$ cat config.mk
export PLATFORM = sky130hd
export DESIGN_NAME = tpu_matmul_sequencer
export DESIGN_NICKNAME = d
export VERILOG_FILES = /design/src/rtl/tpu_matmul_sequencer.sv
export SDC_FILE = /design/constraint.sdc
export NUM_CORES = 1
export LEC_CHECK = 0
export ABC_AREA = 1
export CAP_MARGIN = 0
export CELL_PAD_IN_SITES_DETAIL_PLACEMENT = 0
export CELL_PAD_IN_SITES_GLOBAL_PLACEMENT = 2
export CORE_MARGIN = 3
export CORE_UTILIZATION = 32
export CTS_BUF_LIST = sky130_fd_sc_hd__clkbuf_4 sky130_fd_sc_hd__clkbuf_8
export DETAILED_ROUTE_END_ITERATION = 7
export GPL_ROUTABILITY_DRIVEN = 0
export PLACE_DENSITY_LB_ADDON = 0.08
export SYNTH_ARGS = -nofsm -noshare
export SYNTH_HDL_FRONTEND = slang
export SYNTH_SLANG_ARGS = --single-unit
$ cat constraint.sdc
create_clock -name clk -period 2.4 [get_ports clk]
set_input_delay 0.36 -clock clk [delete_from_list [all_inputs] [get_ports clk]]
set_output_delay 0.36 -clock clk [all_outputs]
set_load 0.02 [all_outputs]
$ cat src/rtl/tpu_matmul_sequencer.sv
// tpu_matmul_sequencer: job-level controller for the systolic datapath.
// One accepted start runs a full tile: pop a weight set, pulse weight reload,
// stream MATRIX_SIZE unified-buffer rows, wait out the array pipeline, then
// write MATRIX_SIZE result rows and pulse done.
// Optional feature: define TPU_SEQ_PERF_CNT_EN to add the job_cycles output,
// a saturating count of busy cycles for the most recent job.
`timescale 1ns/1ps

module tpu_matmul_sequencer #(
    parameter int ADDRESSSIZE  = 10,
    parameter int MATRIX_SIZE  = 32,
    parameter int PIPE_LATENCY = 96,
    parameter int CNT_W        = 8
) (
    input  logic                   clk,
    input  logic                   rstn,
    input  logic                   start,
    input  logic [ADDRESSSIZE-1:0] ub_base,
    input  logic [ADDRESSSIZE-1:0] res_base,
    input  logic                   fifo_empty,
    output logic                   fifo_read_enable,
    output logic                   we_rl,
    output logic [ADDRESSSIZE-1:0] ub_address,
    output logic                   ub_valid,
    output logic                   res_write_enable,
    output logic [ADDRESSSIZE-1:0] res_address,
    output logic                   busy,
    output logic                   done,
    output logic                   err_no_weight
`ifdef TPU_SEQ_PERF_CNT_EN
    ,
    output logic [15:0]            job_cycles
`endif
);

    typedef enum logic [2:0] {
        ST_IDLE,
        ST_POP,
        ST_RELOAD,
        ST_STREAM,
        ST_WAIT,
        ST_WRITE,
        ST_DONE
    } state_t;

    localparam logic [CNT_W-1:0] ROWS        = CNT_W'(MATRIX_SIZE);
    localparam logic [CNT_W-1:0] WAIT_CYCLES = CNT_W'(PIPE_LATENCY - MATRIX_SIZE);
    localparam bit               ZERO_WAIT   = (PIPE_LATENCY == MATRIX_SIZE);

    state_t                 state;
    logic [ADDRESSSIZE-1:0] ub_base_q;
    logic [ADDRESSSIZE-1:0] res_base_q;
    logic [CNT_W-1:0]       cnt;
    logic                   accept;

    // A start is taken in IDLE, or in DONE so that a held start reissues with no bubble
    assign accept = ((state == ST_IDLE) || (state == ST_DONE)) && start && !fifo_empty;

    // Main sequencing FSM; every output is registered and asserted in the cycle of its state
    always_ff @(posedge clk or negedge rstn) begin
        if (!rstn) begin
            state            <= ST_IDLE;
            ub_base_q        <= '0;
            res_base_q       <= '0;
            cnt              <= '0;
            fifo_read_enable <= 1'b0;
            we_rl            <= 1'b0;
            ub_address       <= '0;
            ub_valid         <= 1'b0;
            res_write_enable <= 1'b0;
            res_address      <= '0;
            busy             <= 1'b0;
            done             <= 1'b0;
            err_no_weight    <= 1'b0;
        end else begin
            fifo_read_enable <= 1'b0;
            we_rl            <= 1'b0;
            ub_valid         <= 1'b0;
            res_write_enable <= 1'b0;
            done             <= 1'b0;
            case (state)
                ST_IDLE, ST_DONE: begin
                    if (accept) begin
                        ub_base_q        <= ub_base;
                        res_base_q       <= res_base;
                        err_no_weight    <= 1'b0;
                        cnt              <= '0;
                        busy             <= 1'b1;
                        fifo_read_enable <= 1'b1;
                        state            <= ST_POP;
                    end else begin
                        if (start) begin
                            err_no_weight <= 1'b1;
                        end
                        busy  <= 1'b0;
                        state <= ST_IDLE;
                    end
                end
                ST_POP: begin
                    we_rl <= 1'b1;
                    state <= ST_RELOAD;
                end
                ST_RELOAD: begin
                    ub_valid   <= 1'b1;
                    ub_address <= ub_base_q;
                    cnt        <= CNT_W'(1);
                    state      <= ST_STREAM;
                end
                ST_STREAM: begin
                    if (cnt == ROWS) begin
                        cnt <= CNT_W'(1);
                        if (ZERO_WAIT) begin
                            res_write_enable <= 1'b1;
                            res_address      <= res_base_q;
                            state            <= ST_WRITE;
                        end else begin
                            state <= ST_WAIT;
                        end
                    end else begin
                        ub_valid   <= 1'b1;
                        ub_address <= ub_base_q + ADDRESSSIZE'(cnt);
                        cnt        <= cnt + CNT_W'(1);
                    end
                end
                ST_WAIT: begin
                    if (cnt == WAIT_CYCLES) begin
                        res_write_enable <= 1'b1;
                        res_address      <= res_base_q;
                        cnt              <= CNT_W'(1);
                        state            <= ST_WRITE;
                    end else begin
                        cnt <= cnt + CNT_W'(1);
                    end
                end
                ST_WRITE: begin
                    if (cnt == ROWS) begin
                        done  <= 1'b1;
                        cnt   <= '0;
                        state <= ST_DONE;
                    end else begin
                        res_write_enable <= 1'b1;
                        res_address      <= res_base_q + ADDRESSSIZE'(cnt);
                        cnt              <= cnt + CNT_W'(1);
                    end
                end
                default: begin
                    busy  <= 1'b0;
                    state <= ST_IDLE;
                end
            endcase
        end
    end

`ifdef TPU_SEQ_PERF_CNT_EN
    // Busy-cycle counter: cleared on accept, saturating, and frozen once the job returns to IDLE
    always_ff @(posedge clk or negedge rstn) begin
        if (!rstn) begin
            job_cycles <= '0;
        end else if (accept) begin
            job_cycles <= '0;
        end else if (busy && (job_cycles != 16'hFFFF)) begin
            job_cycles <= job_cycles + 16'd1;
        end
    end
`endif

endmodule

# == Word-level counts from Yosys, hierarchy flattened ==
# Cells that the tools add are included.
# totals
word_cells,74
ram_bits,0
mem_bits_ro,0
latch_bits,0
output_inout_bits,27
register_bits,58
n_memories,0
inputBits,24
# op_classes
magnitude_cmp,0
n_mul,0
div,0
n_shift,0
muxes,27
addsub,3
n_reduce_logical,17
bitwise_logic,0
eq_ne,14
# ops
cell,count
$pmux 10 s2,2
$pmux 8 s5,1
$mux 8,4
$mux 10,3
$add 10x8->10,2
$pmux 3 s6,1
$ne 2x2->1 const B,6
$mux 1,10
$eq 3x3->1 const B,3
$mux 3,3
$add 8x1->8 const B,1
$eq 8x6->1 const B,1
$eq 8x7->1 const B,1
$reduce_and 2->1,4
$eq 3x2->1 const B,2
$pmux 1 s2,3
$reduce_and 3->1,2
$reduce_bool 2->1,3
$reduce_bool 5->1,1
$reduce_or 5->1,1
$eq 3x1->1 const B,1
$logic_not 3->1,1
$logic_and 1x1->1,2
$reduce_or 2->1,1
2 further kinds,2

# == Depth between registers and ports, before layout ==
# Gate-level depths: netlist of the first run.
# depth
word_depth,6
mapped_depth,11
depth_no_buf,11

# == Worst setup path before layout of the first run ==
# OpenSTA, ideal clock, no wires.
# synth_path
kind,reg2reg
from,register cnt[0]
to,register res_address[6]
t_arrival_ps,1553
stages_incl_launch_ff,11
path_slack_ps,730
synth_period_minus_slack_ps,1670
cell_sequence,dfrtp_1 -> ha_1 -> fa_1 -> nand3_1 -> nand2_1 -> nand3_1 -> nand2_1 -> nand2_1 -> nand3_1 -> nand2_1 -> nand2_1
# synth_via
elab_chain_cells,3
elab_cells_between_ends,8
classes_between,add/sub (1); eq/ne (4); mux (2); reduce/logical (1)
# synth_rtl
item,line,rtl
"start, declared",53,logic [CNT_W-1:0] cnt;
"start signal, assigned",122,cnt <= cnt + CNT_W'(1);
"start signal, assigned",132,cnt <= cnt + CNT_W'(1);
"start signal, assigned",143,cnt <= cnt + CNT_W'(1);
"$add 10x8->10, or another cell as far along",142,res_address <= res_base_q + ADDRESSSIZE'(cnt);
$mux 10 / $ne 2x2->1 (equally long branches),n/a,
$pmux 10 s2 / $reduce_and 3->1 (equally long branches),n/a,
"end signal, assigned",114,res_address <= res_base_q;
"end signal, assigned",128,res_address <= res_base_q;
"end signal, assigned",142,
"end, declared",26,"output logic [ADDRESSSIZE-1:0] res_address,"
# Several ways; a longest one is shown, not always the timed one. The select of a mux whose other input is x is not followed.
# A chain may end at the register's enable or synchronous reset.

# == Worst setup path after layout of the first run ==
# layout_path
from,register cnt[0]
to,register res_address[8]
# The elaborated chain is that of the path after synthesis.

==> results of run 1 <==
-- flip-flops by register name, summed over array words and instances (netlist names) --
name	flops
busy	1
cnt	8
done	1
err_no_weight	1
fifo_read_enable	1
res_address	10
res_base_q	10
res_write_enable	1
state	3
ub_address	10
ub_base_q	10
ub_valid	1
we_rl	1
-- worst register-to-register path, cell delays in order (launching register included) --
cell and delay [ns]:
dfrtp_1 0.47, inv_1 0.14, ha_1 0.15, nand2_1 0.06
nor2_2 0.13, nand3_1 0.21, nand2_1 0.22, nand2_2 0.22
inv_1 0.25, nand2_1 0.08, nand2_1 0.07
-- cell usage in the layout (no fill, tap or decap), drive strengths merged, types with 11 or more instances in the layout --
cell type	instances
ha	18
nor2	30
a21oi	16
clkbuf	11
clkdlybuf4s50	49
o21ai	19
inv	45
nand3	42
dfrtp	58
nand2	173
-- metrics by stage --
| stage | cells | setup WS, ns | area, sq um | total power, W |
|---|---|---|---|---|
| 3_3_place_gp | 631 | 0.445 | 4060 | 0.00105 |
| 2_1_floorplan | 448 | 0.730 | 3410 | 0.000996 |
| 6_report | 647 | 0.370 | 4250 | 0.00196 |
| 5_1_grt | 647 | 0.0869 | 4250 | 0.00204 |
| 3_5_place_dp | 631 | 0.349 | 4060 | 0.00106 |
| 4_1_cts | 647 | 0.343 | 4250 | 0.00199 |
-- layer usage --
metal	wire length [microns]	share of wire, %	track usage [%]
met3	470	5.2	4.38
met1	4650	52	24.7
met4	60	0.67	3.83
met5	0	0	0
met2	3810	42	24.3
-- path summary, 6_finish.rpt --
check	start	endpoint	slack (ns)	cells past startpoint
worst max-delay path	cnt[0]	res_address[8]	0.37	10
worst min-delay path	rstn	ub_address[7]	0.18	2
worst max register to register	cnt[0]	res_address[8]	0.37	10
worst min register to register	ub_address[6]	ub_address[6]	0.48	2
max in group asynchronous	rstn	res_address[1]	1.72	2
min in group clk	ub_address[6]	ub_address[6]	0.48	2
-- logic make-up (layout without fill, tap and decap cells) --
kind of cell / count (synthesis) / after routing / synth area share, %
flops: 58 / 58 / 42.5
fa+ha+maj: 20 / 20 / 7.77
compound gates: 54 / 54 / 9.31
xor+xnor: 8 / 8 / 2.05
simple gates: 255 / 255 / 31.6
buf+inv: 53 / 116 / 6.71
-- layout make-up --
cell class                 instances  area (sq um)  share of cell area (%)
clock buffer                      11           139                    3.27
sequential                        58          1450                    34.1
tap                              136           170                    4.00
clock inverter                     5          55.1                    1.30
multi-input combinational        337          1730                    40.8
timing repair buffer              55           533                    12.5
inverter                          45           169                    3.97
-- power groups by stage --
| stage | clock [W] | sequential, W | combinational [W] |
|---|---|---|---|
| floorplan | 0 | 0.000996 | 0.000000419 |
| global placement | 0 | 0.000996 | 0.0000591 |
| detailed placement | 0 | 0.000996 | 0.0000600 |
| CTS | 0.000951 | 0.000977 | 0.0000604 |
| global route | 0.00100 | 0.000976 | 0.0000650 |
| finish | 0.000926 | 0.000977 | 0.0000576 |
==> metrics.txt, run 1 <==
cell area after synthesis=between 3000 and 4000 sq um; largest net degree at the start of global routing=59; ys async rst share=between 90% and 100%; H-tree levels=3; Routed Antenna Nets=0; cell with the most instances after synthesis=nand2_1; outcome=completed; vias=between 3000 and 4000; Critical Path End Type=flop; Cells after Synth=between 400 and 500; proportion of layout cells with a drive suffix above 1=between 8 and 9%; P per Cell Area=between 400 and 500 nW/um^2; Primary FF master, synth=dfrtp_1; synth top area cells=dfrtp_1 (43%), nand2_1 (19%), ha_1 (6.6%); top-area cell type share of the netlist area=between 40% and 50%; post-synthesis net count=slightly below 500; Post-CTS Resized=0; CTS tree=yes; die width=between 100 and 150 microns; Avg Inst Size Synth=7.62 sq um; Filler Cells Inserted=between 1000 and 1500; Layout Skew=about 0.0073 ns; final setup fails=0; period utilization=a little over four fifths; initial antenna violation count=0; Reg power frac=49.8%; max-slew violations=0; Max Cap Viol=0; RSZ-0062 raised after global routing=no; # port buffers=50; vias per cell=4.78; worst path bufs/invs=2; Nets=550; Area growth, synth to finish=24.5%; most used cell, CP=nand2_1; Clk pwr share=47.2%; Worst VDD drop=0.000203 V; root buf cell=clkbuf_8; Crit Path Class=flop to flop; Total GRT Usage=roughly 17%; Min-Delay Path Class=input port to async pin; Iter 0 DRT Violations=around 130; drt drc=0; Worst EP required=between 2 and 3 ns; Post-Route WL=about 9000 microns; worst path cell trace=inv_1, ha_1, nand2_1, nor2_2, nand3_1, nand2_1, nand2_2, inv_1, nand2_1, nand2_1; Arr. time, crit path=between 2 and 2.5 ns; internal power=approximately 0.0015 W; Fin Hold WS=~0.18 ns; final core utilization=about two fifths; detailed placer's ending HPWL=6560 microns; Fin Setup TNS=0 ns; hold_buf cts=0; worst skew pair latency=approximately 0.34 ns; min cycle time layout=approximately 2.0 ns; Achievable Freq=just under 500 MHz; Comb pwr share=under 10%; area of the core=between 10000 and 15000 sq um; Switch Pwr=between 0.0004 and 0.0005 W; grt total ovfl=0; post-synthesis sequential area ratio=42.5%; WL per Instance=between 10 and 15 microns; boundary pin count=51; Commonest cells post-synth=nand2_1 (169), dfrtp_1 (58), nand3_1 (42), inv_1 (38), nor2_1 (27); Starting Density=32.9%; YS warnings=0; clk buf depth=2; Num Clock Sinks=58; post-synth top area cell=dfrtp_1; die outline area=approximately 12000 sq um; post-synth cell types=34; Worst-Margin Slew=around 0.77 ns; crit path max fanout=13; first-pass GRT wire length=approximately 15000 microns; number of synthesized flops with an enable pin=0; clk slew on worst S/H paths=around 0.07 ns; Startpoint Class=flop; CP peak stage delay=~0.47 ns; vias in the first global route=around 3000; #FFs+latches synth=between 50 and 60; First-pass DRT Iterations=6; Inserted Clock Buffers=9; slew margin rel.=48.8%; # diodes=0; sw frac=around 23%; LEAKAGE=between 2 and 2.5 nW; final hold vios=0; Slowest cell on crit path=dfrtp_1; Setup Buffers After CTS=0; Die Span Y=about 110 microns; crit-path leading delay family=simple AND/OR/NAND/NOR gates; # rows=37
(Power assumes the default switching activity.)
==> run 2, diff against run 1 <==
- clock period: 2.4 -> 1.9 ns (I/O delays scaled with it)
==> metrics.txt, run 2 (synthesis gave the netlist of run 1 again) <==
outcome=completed; # rows=37 (unchanged); vias in the first global route=3007 (+1.5%); proportion of layout cells with a drive suffix above 1=12.7% (+3.9 points); clk slew on worst S/H paths=0.07 ns (about the same); vias=3080 (-0.39%); Layout Skew=0.00689 ns (-0.000415 ns); worst skew pair latency=0.33 ns (about the same); Fin Setup TNS=0 ns (unchanged); met3 usage in global routing=3.67% (-0.71 points); Crit Path Class=flop to flop; most common cell after layout, fill and taps aside=nand2_1; Worst EP required=2.12 ns (-0.57 ns); Routed Antenna Nets=0 (unchanged); P per Cell Area=619 nW/um^2 (+34%); Filler Cells Inserted=1088 (-2.9%); Worst-Margin Slew=0.345 ns (-0.423 ns); Nets=565 (+2.7%); final hold vios=0 (unchanged); area of the core=10400 sq um (unchanged); M2 GR Usage=25.3% (+0.96 points); Area growth, synth to finish=30.6%; Setup Buffers After CTS=0 (unchanged); final setup fails=0 (unchanged); largest net degree at the start of global routing=59 (unchanged); grt total ovfl=0 (unchanged); CTS tree=yes; # port buffers=50 (unchanged); Arr. time, crit path=2.01 ns (-0.31 ns); fin area=4460 sq um (+4.9%); Total Power=0.00276 W (+41%); initial antenna violation count=0 (unchanged); Min-Delay Path Class=input port to flop; GRT busiest layer=met2; Iter 0 DRT Violations=106 (-20%); WL per Instance=13.7 microns (-1.3%); die width=109 microns (unchanged); Inserted Clock Buffers=9 (unchanged); period utilization=93.9% (+9.3 points); detailed placer's ending HPWL=6790 microns (+3.5%); H-tree levels=3 (unchanged); GR Util met1=24.1% (-0.57 points); vias per cell=4.65 (-2.6%); Die Span Y=109 microns (unchanged); min cycle time layout=1.78 ns (-0.246 ns); most frequent cells in the layout=nand2_1 (166), dfrtp_1 (58), clkdlybuf4s50_1 (49); Post-Route WL=9090 microns (+0.98%); Max Cap Viol=0 (unchanged); Starting Density=32.9% (unchanged); crit path max fanout=6 (-7); First-pass DRT Iterations=4 (-2); # diodes=0 (unchanged); Worst VDD drop=0.000358 V (+77%); Startpoint Class=flop; first-pass GRT wire length=15300 microns (+0.18%); Achievable Freq=561 MHz (+14%); boundary pin count=51 (unchanged); root buf cell=clkbuf_8; max-slew violations=0 (unchanged); drt drc=0 (unchanged); slew margin rel.=76.9% (+28 points); Total GRT Usage=16.7% (-0.048 points); placed inst area=4170 sq um (+2.9%); die outline area=11900 sq um (unchanged); clk buf depth=2 (unchanged); LEAKAGE=2.31 nW (+4.4%); Num Clock Sinks=58 (unchanged); Critical Path End Type=flop; Worst R2R Setup Slack=0.12 ns (-0.25 ns)
==> run 2: area by class of cell <==
type                       instances  area (sq um)  share of cell area (%)
inverter                          45           169                    3.79
multi-input combinational        337          1750                    39.4
timing repair buffer              70           661                    14.8
clock inverter                     6           114                    2.55
tap                              136           170                    3.82
clock buffer                      10           138                    3.09
sequential                        58          1450                    32.6
==> run 2: through the flow <==
stage / instances / hold WS, ns / setup slack (ns) / util, %
finish: 662 / 0.476 / 0.116 / 43.0
global route: 662 / 0.455 / -0.0339 / 43.0
CTS: 662 / 0.462 / 0.0543 / 42.8
detailed placement: 645 / 0.324 / 0.0739 / 40.3
global placement: 645 / 0.320 / 0.0870 / 40.3
floorplan: 448 / -0.0106 / 0.230 / -
==> run 2: repair_timing <==
item                                    4_1_cts  5_1_grt
gates resized for setup                       0        8
hold buffers                                  1        0
endpoints found under the setup margin        0       21
endpoints found under the hold margin        58        0
==> run 2: final timing paths <==
path / cells after the start / start / end
max: 10 / cnt[0] / cnt[5]
min: 3 / ub_base[1] / ub_base_q[1]
max reg2reg: 10 / cnt[0] / cnt[5]
min reg2reg: 2 / res_address[6] / res_address[6]
max in group asynchronous: 3 / rstn / done
min in group asynchronous: 3 / rstn / ub_address[6]
==> run 2: power breakdown <==
group          switching [W]  internal (W)
clock network       0.000540      0.000909
logic              0.0000313     0.0000459
registers                  0       0.00123
==> run 2: critical path, cell delays in order (launching register included) <==
cell     delay, ns
dfrtp_1       0.43
inv_1         0.10
ha_1          0.14
nand2_1       0.06
nor2_2        0.17
nand3_2       0.14
buf_4         0.17
o21ai_1       0.12
nand2_2       0.14
a21oi_1       0.15
nor2_1        0.06
==> run 2: routing by layer <==
metal	share of wire [%]	up-vias
li1	-	1601
met1	50	1416
met2	44	57
met3	4.9	6
met4	0.85	0
met5	0	-
==> run 3, diff against run 2 <==
- GPL_TIMING_DRIVEN: default -> 0
==> metrics.txt, run 3 (synthesis gave the netlist of run 1 again) <==
hold_buf cts=0 (-1); Critical Path End Type=flop; Worst VDD drop=0.000369 V (+2.9%); final hold vios=0 (unchanged); # diodes=0 (unchanged); proportion of layout cells with a drive suffix above 1=12.8% (+0.028 points); LEAKAGE=2.25 nW (-2.6%); Inserted Clock Buffers=9 (unchanged); fin area=4380 sq um (-1.8%); Starting Density=32.9% (unchanged); Nets=556 (-1.6%); slew margin rel.=48.5% (-28 points); final setup fails=0 (unchanged); Routed Antenna Nets=0 (unchanged); WL per Instance=14.3 microns (+4.4%); Total Power=0.00254 W (-8.1%); Arr. time, crit path=2.05 ns (+0.04 ns); final core utilization=42.2% (-0.76 points); CTS tree=yes; area of the core=10400 sq um (unchanged); outcome=completed; boundary pin count=51 (unchanged); # port buffers=50 (unchanged); Worst-Margin Slew=0.772 ns (+0.427 ns); GR Util met1=25.2% (+1.1 points); Area growth, synth to finish=28.3%; final worst slack=0.108 ns (-0.00825 ns); worst skew pair latency=0.34 ns (about the same); Die Span Y=109 microns (unchanged); Layout Skew=0.0115 ns (+0.00465 ns); largest net degree at the start of global routing=59 (unchanged); P per Cell Area=579 nW/um^2 (-6.5%); Startpoint Class=flop; period utilization=94.3% (+0.43 points); first-pass GRT wire length=15300 microns (-0.36%); vias in the first global route=2933 (-2.5%); Total GRT Usage=16.8% (+0.11 points); die outline area=11900 sq um (unchanged); min cycle time layout=1.79 ns (+0.00825 ns); clk buf depth=2 (unchanged); # rows=37 (unchanged); vias per cell=4.67 (+0.29%); Max Cap Viol=0 (unchanged); First-pass DRT Iterations=4 (unchanged); most common cell after layout, fill and taps aside=nand2_1; Post-Route WL=9350 microns (+2.9%); detailed placer's ending HPWL=6800 microns (about the same); Min-Delay Path Class=input port to async pin; setup slack at placement=-0.129 ns (-0.203 ns); crit path max fanout=10 (+4); die width=109 microns (unchanged); grt total ovfl=0 (unchanged); clk slew on worst S/H paths=0.07 ns (about the same); drt drc=0 (unchanged); most frequent cells in the layout=nand2_1 (165), dfrtp_1 (55), clkdlybuf4s50_1 (49); Worst EP required=2.16 ns (+0.04 ns); max-slew violations=0 (unchanged); Iter 0 DRT Violations=132 (+25%); met3 usage in global routing=3.32% (-0.36 points); M2 GR Usage=24.7% (-0.61 points); GRT busiest layer=met1; Num Clock Sinks=58 (unchanged); placed inst area=4080 sq um (-2.2%); Crit Path Class=flop to flop; vias=3047 (-1.1%); initial antenna violation count=0 (unchanged); Achievable Freq=558 MHz (-0.46%); RSZ-0062 raised after global routing=yes; root buf cell=clkbuf_8; H-tree levels=3 (unchanged)
-- run 3: cell count changes in the layout (fill, tap and decap cells not counted), moves of 2 or more --
| cell | delta |
|---|---|
| buf_6 | +2 |
| buf_4 | -11 |
| clkbuf_4 | +3 |
| buf_2 | +2 |
| bufinv_16 | -2 |
| fa_2 | +2 |
| dfrtp_2 | +3 |
| dfrtp_1 | -3 |
| fa_1 | -2 |
| clkinvlp_4 | -2 |
-- run 3: stage by stage --
stage,std cells,hold slack [ns],TNS (ns)
2_1_floorplan,448,-0.0106,0
3_3_place_gp,634,0.460,-87.70
3_5_place_dp,634,0.424,-0.914
4_1_cts,651,0.0471,0
5_1_grt,653,0.0738,-0.0243
6_report,653,0.0262,0
-- run 3: critical path: stages, from the launching register on --
cell	delay, ns
dfrtp_2	0.47
inv_1	0.12
ha_1	0.16
nand2_1	0.08
nor2_4	0.15
nand4_2	0.21
nand2_2	0.18
buf_6	0.17
nor2_2	0.04
a31oi_2	0.13
-- run 3: cell type report --
class | count | area (sq um)
multi-input cells | 337 | 1790
well taps | 136 | 170
repair buffers | 53 | 520
plain buffers | 8 | 60.1
clock inverters | 2 | 35.0
flip-flops and latches | 58 | 1460
fillers | 1117 | 5990
clock buffers | 14 | 174
inverters | 45 | 169
-- run 3: routing by layer --
metal	part of all wire, %	vias up
li1	-	1576
met1	53	1417
met2	43	46
met3	3.5	8
met4	0.96	0
met5	0	-
-- run 3: timing repair --
item                                    4_1_cts  5_1_grt
endpoints found under the setup margin       21       28
gates resized for setup                       4       15
buffers inserted                              1        2
-- run 3: path summary, 6_finish.rpt --
| kind | slack [ns] | start | cells past startpoint | end |
|---|---|---|---|---|
| max | 0.11 | cnt[0] | 9 | res_address[2] |
| min | 0.03 | rstn | 1 | ub_address[6] |
| max reg2reg | 0.11 | cnt[0] | 9 | res_address[2] |
| min reg2reg | 0.48 | ub_address[3] | 2 | ub_address[3] |
| max in group asynchronous | 1.32 | rstn | 1 | cnt[1] |
| min in group clk | 0.47 | ub_base[1] | 3 | ub_base_q[1] |
-- run 3: power by group --
group,total [W],switching (W),internal (W)
Combinational,0.0000717,0.0000309,0.0000408
Clock,0.00123,0.000510,0.000721
Sequential,0.00123,0,0.00123
